==> src/rtl/nzr_bit_decoder.sv <==
// nzr_bit_decoder: samples the NZR line, classifies high pulses by width into bits,
// assembles 24-bit GRB words and flags frame ends after a long low run.
module nzr_bit_decoder #(
    parameter int MIN_HIGH   = 8,
    parameter int BIT_THRESH = 30,
    parameter int MAX_HIGH   = 100,
    parameter int RESET_CYC  = 2500
) (
    input  logic        clk,
    input  logic        reset,
    input  logic        dataIn,
    output logic [23:0] pixel,
    output logic        pixelValid,
    output logic [7:0]  pixelIdx,
    output logic        frameDone,
    output logic [7:0]  frameLen,
    output logic        bitErr
);
    localparam int CW = $clog2((MAX_HIGH > RESET_CYC ? MAX_HIGH : RESET_CYC) + 1);
    localparam logic [CW-1:0] MIN_W     = CW'(MIN_HIGH);
    localparam logic [CW-1:0] THRESH    = CW'(BIT_THRESH);
    localparam logic [CW-1:0] HIGH_LAST = CW'(MAX_HIGH - 1);
    localparam logic [CW-1:0] LOW_LAST  = CW'(RESET_CYC - 1);
    typedef enum logic [1:0] {SYNC, IDLE, HIGH, LOW} state_t;
    state_t state, stateNext;
    logic sync1, dS, dP, rise;
    logic [CW-1:0] lowCnt, lowCntNext, highCnt, highCntNext;
    logic [4:0] bitCnt, bitCntNext;
    logic [23:0] word, wordNext, pixelNext, shifted;
    logic [7:0] pixCnt, pixCntNext, pixelIdxNext, frameLenNext;
    logic pixelValidNext, frameDoneNext, bitErrNext;
    assign rise = dS & ~dP;
    assign shifted = {word[22:0], highCnt >= THRESH};
    always_ff @(posedge clk) begin
        if (reset) begin
            {sync1, dS, dP} <= '0;
            state <= SYNC;
            lowCnt <= '0;
            highCnt <= '0;
            bitCnt <= '0;
            word <= '0;
            pixCnt <= '0;
            pixel <= '0;
            pixelIdx <= '0;
            frameLen <= '0;
            pixelValid <= 1'b0;
            frameDone <= 1'b0;
            bitErr <= 1'b0;
        end else begin
            sync1 <= dataIn;
            dS <= sync1;
            dP <= dS;
            state <= stateNext;
            lowCnt <= lowCntNext;
            highCnt <= highCntNext;
            bitCnt <= bitCntNext;
            word <= wordNext;
            pixCnt <= pixCntNext;
            pixel <= pixelNext;
            pixelIdx <= pixelIdxNext;
            frameLen <= frameLenNext;
            pixelValid <= pixelValidNext;
            frameDone <= frameDoneNext;
            bitErr <= bitErrNext;
        end
    end
    always_comb begin
        stateNext = state;
        lowCntNext = lowCnt;
        highCntNext = highCnt;
        bitCntNext = bitCnt;
        wordNext = word;
        pixCntNext = pixCnt;
        pixelNext = pixel;
        pixelIdxNext = pixelIdx;
        frameLenNext = frameLen;
        pixelValidNext = 1'b0;
        frameDoneNext = 1'b0;
        bitErrNext = 1'b0;
        case (state)
            SYNC: begin
                lowCntNext = dS ? '0 : lowCnt + 1'b1;
                stateNext = (!dS && lowCnt >= LOW_LAST) ? IDLE : SYNC;
            end
            IDLE: if (rise) begin
                stateNext = HIGH;
                highCntNext = CW'(1);
            end
            HIGH: if (dS) begin
                if (highCnt >= HIGH_LAST) begin
                    bitErrNext = 1'b1;
                    bitCntNext = '0;
                    wordNext = '0;
                    pixCntNext = '0;
                    pixelIdxNext = '0;
                    lowCntNext = '0;
                    stateNext = SYNC;
                end else highCntNext = highCnt + 1'b1;
            end else begin
                stateNext = LOW;
                lowCntNext = CW'(1);
                // completing the 24th bit publishes the word directly, keeping latency at 3 edges
                if (highCnt < MIN_W) bitErrNext = 1'b1;
                else if (bitCnt == 5'd23) begin
                    pixelNext = shifted;
                    pixelValidNext = 1'b1;
                    pixelIdxNext = pixCnt;
                    pixCntNext = pixCnt + {7'd0, pixCnt != 8'hFF};
                    bitCntNext = '0;
                    wordNext = '0;
                end else begin
                    wordNext = shifted;
                    bitCntNext = bitCnt + 1'b1;
                end
            end
            LOW: if (rise) begin
                stateNext = HIGH;
                highCntNext = CW'(1);
            end else if (lowCnt >= LOW_LAST) begin
                frameDoneNext = 1'b1;
                frameLenNext = pixCnt;
                bitErrNext = bitCnt != 5'd0;
                bitCntNext = '0;
                pixCntNext = '0;
                wordNext = '0;
                stateNext = IDLE;
            end else lowCntNext = lowCnt + 1'b1;
            default: stateNext = SYNC;
        endcase
    end
endmodule

==> config.mk <==
export PLATFORM = sky130hd
export DESIGN_NAME = nzr_bit_decoder
export DESIGN_NICKNAME = d
export VERILOG_FILES = /design/src/rtl/nzr_bit_decoder.sv
export SDC_FILE = /design/constraint.sdc
export NUM_CORES = 1
export LEC_CHECK = 0
export BUFFER_PORTS_ARGS = -buffer_cell sky130_fd_sc_hd__buf_2
export CAP_MARGIN = 10
export CORE_MARGIN = 3
export CORE_UTILIZATION = 33
export DETAILED_ROUTE_END_ITERATION = 8
export HOLD_SLACK_MARGIN = 0.05
export MAX_ROUTING_LAYER = met4
export PLACE_DENSITY_LB_ADDON = 0.1
export SYNTH_ARGS = -nofsm -noshare
export SYNTH_HDL_FRONTEND = slang
export SYNTH_SLANG_ARGS = --single-unit
==> constraint.sdc <==
create_clock -name clk -period 2.4 [get_ports clk]
set_clock_uncertainty 0.05 [all_clocks]
set_input_delay 0.48 -clock clk [delete_from_list [all_inputs] [get_ports clk]]
set_output_delay 0.48 -clock clk [all_outputs]
set_load 0.01 [all_outputs]
; ---- Yosys cells after proc, flatten, opt, wreduce, memory -nomap -nowiden
; Cells that the tools add are included.
[totals]
regBits = 108
input_bits = 3
out_inout_bits = 43
wordCells = 116
[classes]
add_sub_neg = 4
magnitude_cmp = 4
eq_ne = 18
mux = 49
n_bitwise = 7
n_reduce_logical = 19
[op_table]
columns = operator, count
row1 = 23-bit 2-to-1 mux, 6
row2 = 12-bit 2-to-1 mux, 8
row3 = 8-bit 2-to-1 mux, 9
row4 = 23-bit case mux with 2 select lines, 1
row5 = 12-bit case mux with 3 select lines, 1
row6 = 5-bit 2-to-1 mux, 6
row7 = 12-bit by 1-bit adder with 12-bit output (second input constant), 2
row8 = 12-bit case mux with 2 select lines, 1
row9 = 8-bit case mux with 2 select lines, 1
row10 = 4-bit AND reduction, 4
row11 = 2-bit != test (second input constant), 7
row12 = 12-bit greater-or-equal comparator (second input constant), 1
row13 = 12-bit by 5-bit greater-or-equal comparator with 1-bit output (second input constant), 1
row14 = 12-bit by 7-bit greater-or-equal comparator with 1-bit output (second input constant), 1
row15 = 12-bit by 4-bit less-than comparator with 1-bit output (second input constant), 1
row16 = 3-bit != test (second input constant), 4
row17 = 2-bit 2-to-1 mux, 5
row18 = 5-bit case mux with 2 select lines, 1
row19 = 8-bit by 1-bit adder with 8-bit output, 1
row20 = 1-bit 2-to-1 mux, 8
row21 = 8-bit != test (second input constant), 1
row22 = 2-bit case mux with 4 select lines, 1
row23 = 1-bit NOT, 6
row24 = 3-bit AND reduction, 2
row25 = 18 further kinds, 22

; ---- Longest topological paths before layout
; Gate-level depths: netlist of the first run.
[logic_depth]
depth_word = 6
ltp_mapped = 10
depth_no_buf = 9

; ---- Least setup slack after synthesis of the first run
; No wires, ideal clock.
[synth_path]
path_type = reg2reg
startpoint = reg lowCnt[0]
endpoint = reg bitCnt[2]
setup_time_ns = 0.117
arrival_ns = 2.034
t_required_ns = 2.233
path_slack_ns = 0.199
path_stages_with_launch = 9
path_buffers = 2
synth_period_minus_slack_ns = 2.201
path_cell_list = dfxtp_1 -> ha_1 -> or4_4 -> o211a_4 -> o221a_1 -> buf_6 -> and2_4 -> buf_6 -> a32o_1
[synth_between]
elab_chain_cells = 3
[synth_rtl]
columns = item, line_no
row1 = start: declaration, 27  ; logic [CW-1:0] lowCnt, lowCntNext, highCnt, highCntNext;
row2 = start signal: assignment, 54  ; lowCnt <= lowCntNext;
row3 = 12-bit greater-or-equal comparator, 119  ; end else if (lowCnt >= LOW_LAST) begin
row4 = 2-bit != test (no source line), n/a
row5 = 5-bit AND reduction (no source line), n/a
row6 = end signal: assignment, 56  ; bitCnt <= bitCntNext;
row7 = end: declaration, 28  ; logic [4:0] bitCnt, bitCntNext;
; Every way passes these cells.
; A chain may end at the register's enable or synchronous reset.

; ---- Worst setup path after layout of the first run
[layout_path]
startpoint = reg lowCnt[0]
endpoint = reg bitCnt[0]
; Same word-level chain as after synthesis.

==> summary.md, run 1 <==
| Metric | Value |
|---|---|
| Status | complete, no violations |
| Initial antenna violation count | 0 |
| Starting Density | 34.2% |
| Height of the chip | 127 um |
| Starting DRT DRC Count | 271 |
| Cell Area, Synth | 4830 um2 |
| DP HPWL | 8310 um |
| Final Hold Vio Count | 0 |
| Core footprint | 14100 um2 |
| TritonCTS Buffers | 9 |
| Synth Area in Adders | 1.81% |
| Yosys reg bits | 108 |
| RSZ-0062 raised after global routing | false |
| Crit-path leading delay family | compound AO/OA/AOI/OAI gates |
| Hold Startpoint | dataIn |
| Max frequency | 448 MHz |
| Synth Area in XOR/XNOR | 0.181% |
| Critical path class | flop to flop |
| GRT Overall Usage | 15.6% |
| Sequential fraction of the synthesis area | 44.8% |
| Met2 wire length | 5410 um |
| Final setup fails | 0 |
| Hold Path Depth | 2 |
| Die area | 16100 um2 |
| Vias in the first global route | 3975 |
| Netlist cell types | 60 |
| Synth Flop Type | dfxtp_1 |
| Die Width | 127 um |
| Via density | 5.33 |
| Gpl congestion | 0.761 |
| CP endpoint kind | flop |
| Sink of the worst hold path | sync1 |
| H-tree Lvls | 3 |
| P_leak | 2.20 nW |
| Mux cell area share after synthesis | 1.66% |
| CP startpoint kind | flop |
| I/O pins | 46 |
| CP bufs+invs | 1 |
| Commonest non-fill, non-tap cell in the layout | dfxtp_1 |
| Largest net degree at the start of global routing | 31 |
| Final worst path period need | 2.23 ns |
| Period utilisation layout | 92.9% |
| Wire per inst | 14.9 um |
| Worst-path clk slew | 0.07 ns |
| Max Buffers Root-to-Sink | 2 |
| Max Cap Viol | 0 |
| Met3 routed WL | 432 um |
| Worst path cell trace | ha_1 -> or4_4 -> o211a_4 -> o221a_1 -> buf_4 -> a21oi_1 -> a22o_1 |
| Worst IR Drop VDD | 0.000415 V |
| CTS sink cnt | 108 |
| Final ANT Viol Nets | 0 |
| Mapped Avg Cell Area | 8.50 um2 |
| FF-to-FF Start | lowCnt[0] |
| Worst-Margin Slew | 0.538 ns |
| Arrival time of the worst setup path | 2.49 ns |
| Post-Synth Simple-Gate Area | 25.1% |
| Syn Nets | 578 |
| Synth Area in Compound Gates | 21.5% |
| Share of cells above drive strength 1 | 20.5% |
| Crit path max-delay cell type | or4_4 |
| Worst r2r dst | bitCnt[0] |
| Post-CTS setup repair buffer count | 0 |
| Crit Path Max Fanout | 27 |
| Nets | 626 |
| Post-route DRC | 0 |
| Uppermost layer routed | met4 |
| Post-Syn Instances | 568 |
| Clock root cell | clkbuf_16 |
| Layout Area Growth over Synthesis | 17.9% |
| Fraction of registers with async set/reset | 0% |
| Clk_lat worst skew | 0.36 ns |
| Vias | 4268 |
| Max transition margin | 63.8% |
| Main combinational cell family by area after synthesis | simple AND/OR/NAND/NOR gates |
| Number of flops mapped to enable cells by yosys | 0 |
| Reg2reg path depth | 7 |
| Power Density | 660 nW/um2 |
| Hold Buf Count CTS | 0 |
| M1 wire length | 5960 um |
| First-pass GRT wire length | 20200 um |
| Required @ worst endpoint | 2.66 ns |
| I/O Buffers | 45 |
| WHS | 0.275 ns |
| Cell Rows | 43 |
| Post-Route WL | 12000 um |
| Hold Crit Class | input pin to flop |
| Worst path max stage delay | 0.44 ns |
| DRT Pass-1 Iters | 4 |
| Grt total ovfl | 0 |
| Setup TNS | 0 ns |
| TritonCTS clock tree | yes |
| Most frequent cells in the layout | 108 x dfxtp_1, 100 x nand2_1, 47 x a21oi_1 |
| Count of pins over their slew limit | 0 |
| R2R Setup Slk | 0.17 ns |
| Synth Warn # | 0 |
| Antenna Cells | 0 |
-- metrics by stage --
stage	worst slack, ns	power (mW)	cell area [um2]	instances	util, %
finish	0.170	3.76	5690	801	40.4
global route	0.0333	3.93	5690	801	40.4
CTS	0.142	3.81	5680	801	40.3
detailed placement	0.157	2.14	5350	785	37.9
global placement	0.221	2.14	5350	785	37.9
floorplan	0.199	2.06	4830	568	-
-- power by group --
| group | internal [mW] | switching, mW | total, mW |
|---|---|---|---|
| logic | 0.0857 | 0.185 | 0.271 |
| clock network | 0.934 | 0.726 | 1.66 |
| registers | 1.81 | 0.0219 | 1.83 |
-- synthesized netlist by cell type (2+ instances only) --
library cell	number	share of area (%)
buf_1	4	0.31
nor4_1	3	0.39
nor3_1	7	0.73
o21ai_2	21	3.8
o41ai_1	6	1.1
o311ai_0	11	2.0
a41oi_1	2	0.36
nand4b_1	8	1.5
nor4b_1	2	0.36
o211ai_1	2	0.31
and3_1	10	1.3
mux2i_1	8	1.7
nor2_1	41	3.2
a31oi_1	7	0.91
a21o_1	2	0.31
a22o_1	4	0.73
a21oi_1	48	5.0
ha_1	7	1.8
a311o_1	2	0.41
inv_1	10	0.78
nand4_1	29	3.8
and2_1	5	0.65
o31ai_1	4	0.62
nor3b_1	2	0.31
nand3_1	13	1.3
a311oi_1	3	0.54
nor2b_1	5	0.65
or3_1	7	0.91
buf_12	2	0.83
or4_1	4	0.62
clkbuf_1	31	2.4
dfxtp_1	108	45
o21ai_0	19	2.0
nand2_1	100	7.8
buf_6	2	0.47
buf_2	2	0.21
and4_1	2	0.36
nand2b_1	3	0.39
-- kinds of logic (layout without fill, tap and decap cells) --
kind of cell	after synthesis	count (layout)
buf+inv	51	104
flops	108	108
xor+xnor	1	1
compound gates	147	147
simple gates	246	246
mux	8	8
fa+ha+maj	7	7
-- state kept, by name, indices dropped and copies added (netlist names) --
| register | cells |
|---|---|
| pixCnt | 8 |
| bitCnt | 5 |
| frameLen | 8 |
| dS | 1 |
| pixelIdx | 8 |
| highCnt | 12 |
| word | 23 |
| pixel | 24 |
| dP | 1 |
| lowCnt | 12 |
| state | 2 |
| frameDone | 1 |
| sync1 | 1 |
| bitErr | 1 |
| pixelValid | 1 |
-- how the worst max path moves through the flow --
stage,start,endpoint,depth (start not counted)
3_5_place_dp,bitCnt[0],pixel[23],6
6_report,lowCnt[0],bitCnt[0],7
3_3_place_gp,lowCnt[0],bitCnt[0],7
4_1_cts,bitCnt[0],pixel[23],6
5_1_grt,lowCnt[0],lowCnt[4],7
2_1_floorplan,lowCnt[0],bitCnt[2],8
-- layout make-up --
cell class	instances	area (um2)
tap	180	225
multi-input combinational	409	2450
fill	1461	8400
sequential	108	2160
inverter	10	37.5
timing repair buffer	78	485
clock buffer	9	225
clock inverter	7	106
-- per-layer routing --
layer	vias to the layer above	global-route usage [%]
li1	2163	-
met1	2026	20.7
met2	68	23.7
met3	11	3.58
met4	0	4.73
met5	-	-
-- timing repair --
action | CTS | global route
resized for setup | 0 | 5
endpoints found under the hold margin | 0 | 0
setup endpoints to repair | 0 | 22
Note: power is estimated with default switching activity, not from simulation.
==> run 2: changes to the inputs <==
==> constraint.sdc (replaced) <==
create_clock -name clk -period 2.4 [get_ports clk]
set_clock_uncertainty 0.05 [all_clocks]
set_input_delay 0.24 -clock clk [delete_from_list [all_inputs] [get_ports clk]]
set_output_delay 0.24 -clock clk [all_outputs]
set_load 0.01 [all_outputs]
==> run 2 against run 1 <==
Maximum frequency grew 0.98%. Worst hold slack lost 0.22 ns. Worst setup slack gained 0.022 ns. Clock power shrank 3%. Register-to-register slack gained 0.02 ns. Via count shrank 0.19%. Non-clock buffer count is the same. Combinational power is essentially flat. Die area is the same. Global-route usage shrank 0.24 points. Cell count is the same. Power shrank 1.2%. Largest power group unchanged.
==> summary.md, run 2 (synthesis results as in run 1) <==
| Metric | Value |
|---|---|
| I/O Buffers | 45 (unchanged) |
| Sw power | 0.875 mW (was 0.933 mW) |
| Hold Path Depth | 2 (unchanged) |
| Final ANT Viol Nets | 0 (unchanged) |
| Worst-path clk slew | 0.07 ns (about the same) |
| Core footprint | 14100 um2 (unchanged) |
| M2 GR Usage | 23.9% (was 23.7%) |
| Worst r2r dst | lowCnt[10] (was bitCnt[0]) |
| Int Pwr | 2.84 mW (was 2.82 mW) |
| Share of cells above drive strength 1 | 20.1% (was 20.5%) |
| Top Usage Layer GRT | met2 (unchanged) |
| P_leak | 2.22 nW (was 2.20 nW) |
| Nets | 626 (unchanged) |
| Setup slack after layout | 0.191 ns (was 0.170 ns) |
| Clock power share | 43.4% (was 44.2%) |
| Final Hold Vio Count | 0 (unchanged) |
| First-pass GRT wire length | 20000 um (was 20200 um) |
| Starting DRT DRC Count | 261 (was 271) |
| Max Cap Viol | 0 (unchanged) |
| Gpl congestion | 0.789 (was 0.761) |
| Post-Route WL | 11900 um (was 12000 um) |
| Vias | 4260 (was 4268) |
| Post-CTS setup repair buffer count | 0 (unchanged) |
| Clock root cell | clkbuf_16 (unchanged) |
| Combinational Power Share | 7.4% (was 7.2%) |
| R2R Setup Slk | 0.19 ns (was 0.17 ns) |
| DP HPWL | 8320 um (was 8310 um) |
| Layout Area Growth over Synthesis | 18.5% (was 17.9%) |
| Final worst path period need | 2.21 ns (was 2.23 ns) |
| Crit Path Max Fanout | 10 (was 27) |
| FF-to-FF Start | lowCnt[0] (unchanged) |
| Commonest non-fill, non-tap cell in the layout | dfxtp_1 (unchanged) |
| Setup TNS | 0 ns (unchanged) |
| GRT met3 Usage | 3.24% (was 3.58%) |
| Biggest register | pixel (unchanged) |
| CP endpoint kind | flop (unchanged) |
| Power Density | 649 nW/um2 (was 660 nW/um2) |
| Hold Buf Count CTS | 0 (unchanged) |
| Hold Crit Class | input pin to flop (unchanged) |
| Post-route DRC | 0 (unchanged) |
| Wire per inst | 14.9 um (about the same) |
| Top flop regs | pixel: 24 flops, word: 23 flops (unchanged) |
| Critical path class | flop to flop (unchanged) |
| Arrival time of the worst setup path | 2.40 ns (was 2.49 ns) |
| Fin util | 40.6% (was 40.4%) |
| Required @ worst endpoint | 2.59 ns (was 2.66 ns) |
| Most frequent cells in the layout | 108 x dfxtp_1, 100 x nand2_1, 47 x a21oi_1 (unchanged) |
| Starting Density | 34.2% (unchanged) |
| Hold Startpoint | dataIn (unchanged) |
| Die area | 16100 um2 (unchanged) |
| RSZ-0062 raised after global routing | false (unchanged) |
| Initial antenna violation count | 0 (unchanged) |
| Resized cells post-CTS | 0 (unchanged) |
| I/O pins | 46 (unchanged) |
| Reg2reg path depth | 7 (unchanged) |
| Worst IR Drop VDD | 0.000344 V (was 0.000415 V) |
| Antenna Cells | 0 (unchanged) |
| Switching power share of the total | 23.6% (was 24.8%) |
| Status | complete, no violations (unchanged) |
| H-tree Lvls | 3 (unchanged) |
| M1 GR Usage | 20.3% (was 20.7%) |
| Clk_lat worst skew | 0.35 ns (was 0.36 ns) |
| TritonCTS Buffers | 9 (unchanged) |
| Cell Rows | 43 (unchanged) |
| DRT Pass-1 Iters | 4 (unchanged) |
| Vias in the first global route | 4061 (was 3975) |
| Sink of the worst hold path | sync1 (unchanged) |
| CTS sink cnt | 108 (unchanged) |
| Final setup fails | 0 (unchanged) |
| Period utilisation layout | 92.0% (was 92.9%) |
| Pre-CTS worst setup slack | 0.191 ns (was 0.157 ns) |
| Max transition margin | 58.1% (was 63.8%) |
| TritonCTS clock tree | yes (unchanged) |
| Largest register FFs | 24 (unchanged) |
| Largest net degree at the start of global routing | 49 (was 31) |
| Height of the chip | 127 um (unchanged) |
| Sequential power share | 49.2% (was 48.6%) |
| Max Buffers Root-to-Sink | 2 (unchanged) |
| Grt total ovfl | 0 (unchanged) |
| Worst-Margin Slew | 0.623 ns (was 0.538 ns) |
| CP startpoint kind | flop (unchanged) |
| Count of pins over their slew limit | 0 (unchanged) |
| Die Width | 127 um (unchanged) |
| Via density | 5.32 (was 5.33) |
| Max frequency | 453 MHz (was 448 MHz) |
| GRT Overall Usage | 15.4% (was 15.6%) |
[run 2: changes by cell type in the layout (fill, tap and decap cells not counted)]
cell,previous run,this run
inv_6,2,0
and2_1,4,5
buf_12,1,4
clkbuf_8,0,1
nor2_2,1,0
nor2_1,40,41
inv_8,1,0
clkinv_2,0,2
and2_2,1,0
buf_4,32,29
[run 2: per-stage QoR]
step / area, um2 / cells / hold WS (ns) / total power, mW
6_report: 5720 / 801 / 0.0546 / 3.71
4_1_cts: 5710 / 801 / 0.0518 / 3.75
2_1_floorplan: 4830 / 568 / 0.318 / 2.06
3_3_place_gp: 5390 / 785 / 0.379 / 2.14
5_1_grt: 5720 / 801 / 0.0649 / 3.85
3_5_place_dp: 5390 / 785 / 0.378 / 2.14
[run 2: layout make-up]
class	instances	area (um2)
flip-flops and latches	108	2160
multi-input cells	409	2450
fillers	1454	8380
well taps	180	225
clock buffers	10	239
clock inverters	6	87.6
inverters	10	37.5
repair buffers	78	523
[run 2: per-layer routing]
layer	share of wire (%)	vias up
met5	0	-
met4	1.1	0
met1	48	2003
met3	4.3	9
li1	-	2170
met2	46	78
[run 2: worst max path at each step]
stage | startpoint | to | slack, ns | depth (start not counted)
2_1_floorplan | lowCnt[0] | bitCnt[2] | 0.20 | 8
4_1_cts | lowCnt[0] | word[19] | 0.17 | 7
3_5_place_dp | lowCnt[0] | lowCnt[6] | 0.19 | 6
3_3_place_gp | lowCnt[0] | word[18] | 0.23 | 7
5_1_grt | lowCnt[0] | lowCnt[8] | 0.04 | 6
6_report | lowCnt[0] | lowCnt[10] | 0.19 | 7
[run 2: critical path, stage by stage, from the launching register on]
cell,delay (ns)
dfxtp_1,0.34
ha_1,0.24
or4_4,0.43
o211a_4,0.26
o21ai_2,0.19
nand3_1,0.10
buf_4,0.19
o41ai_1,0.31
[run 2: power by group through the flow]
stage               registers [mW]  logic [mW]  clock network, mW
floorplan                     1.86       0.205                  0
global placement              1.87       0.272                  0
detailed placement            1.87       0.272                  0
CTS                           1.83       0.273               1.65
global route                  1.83       0.301               1.72
finish                        1.83       0.274               1.61
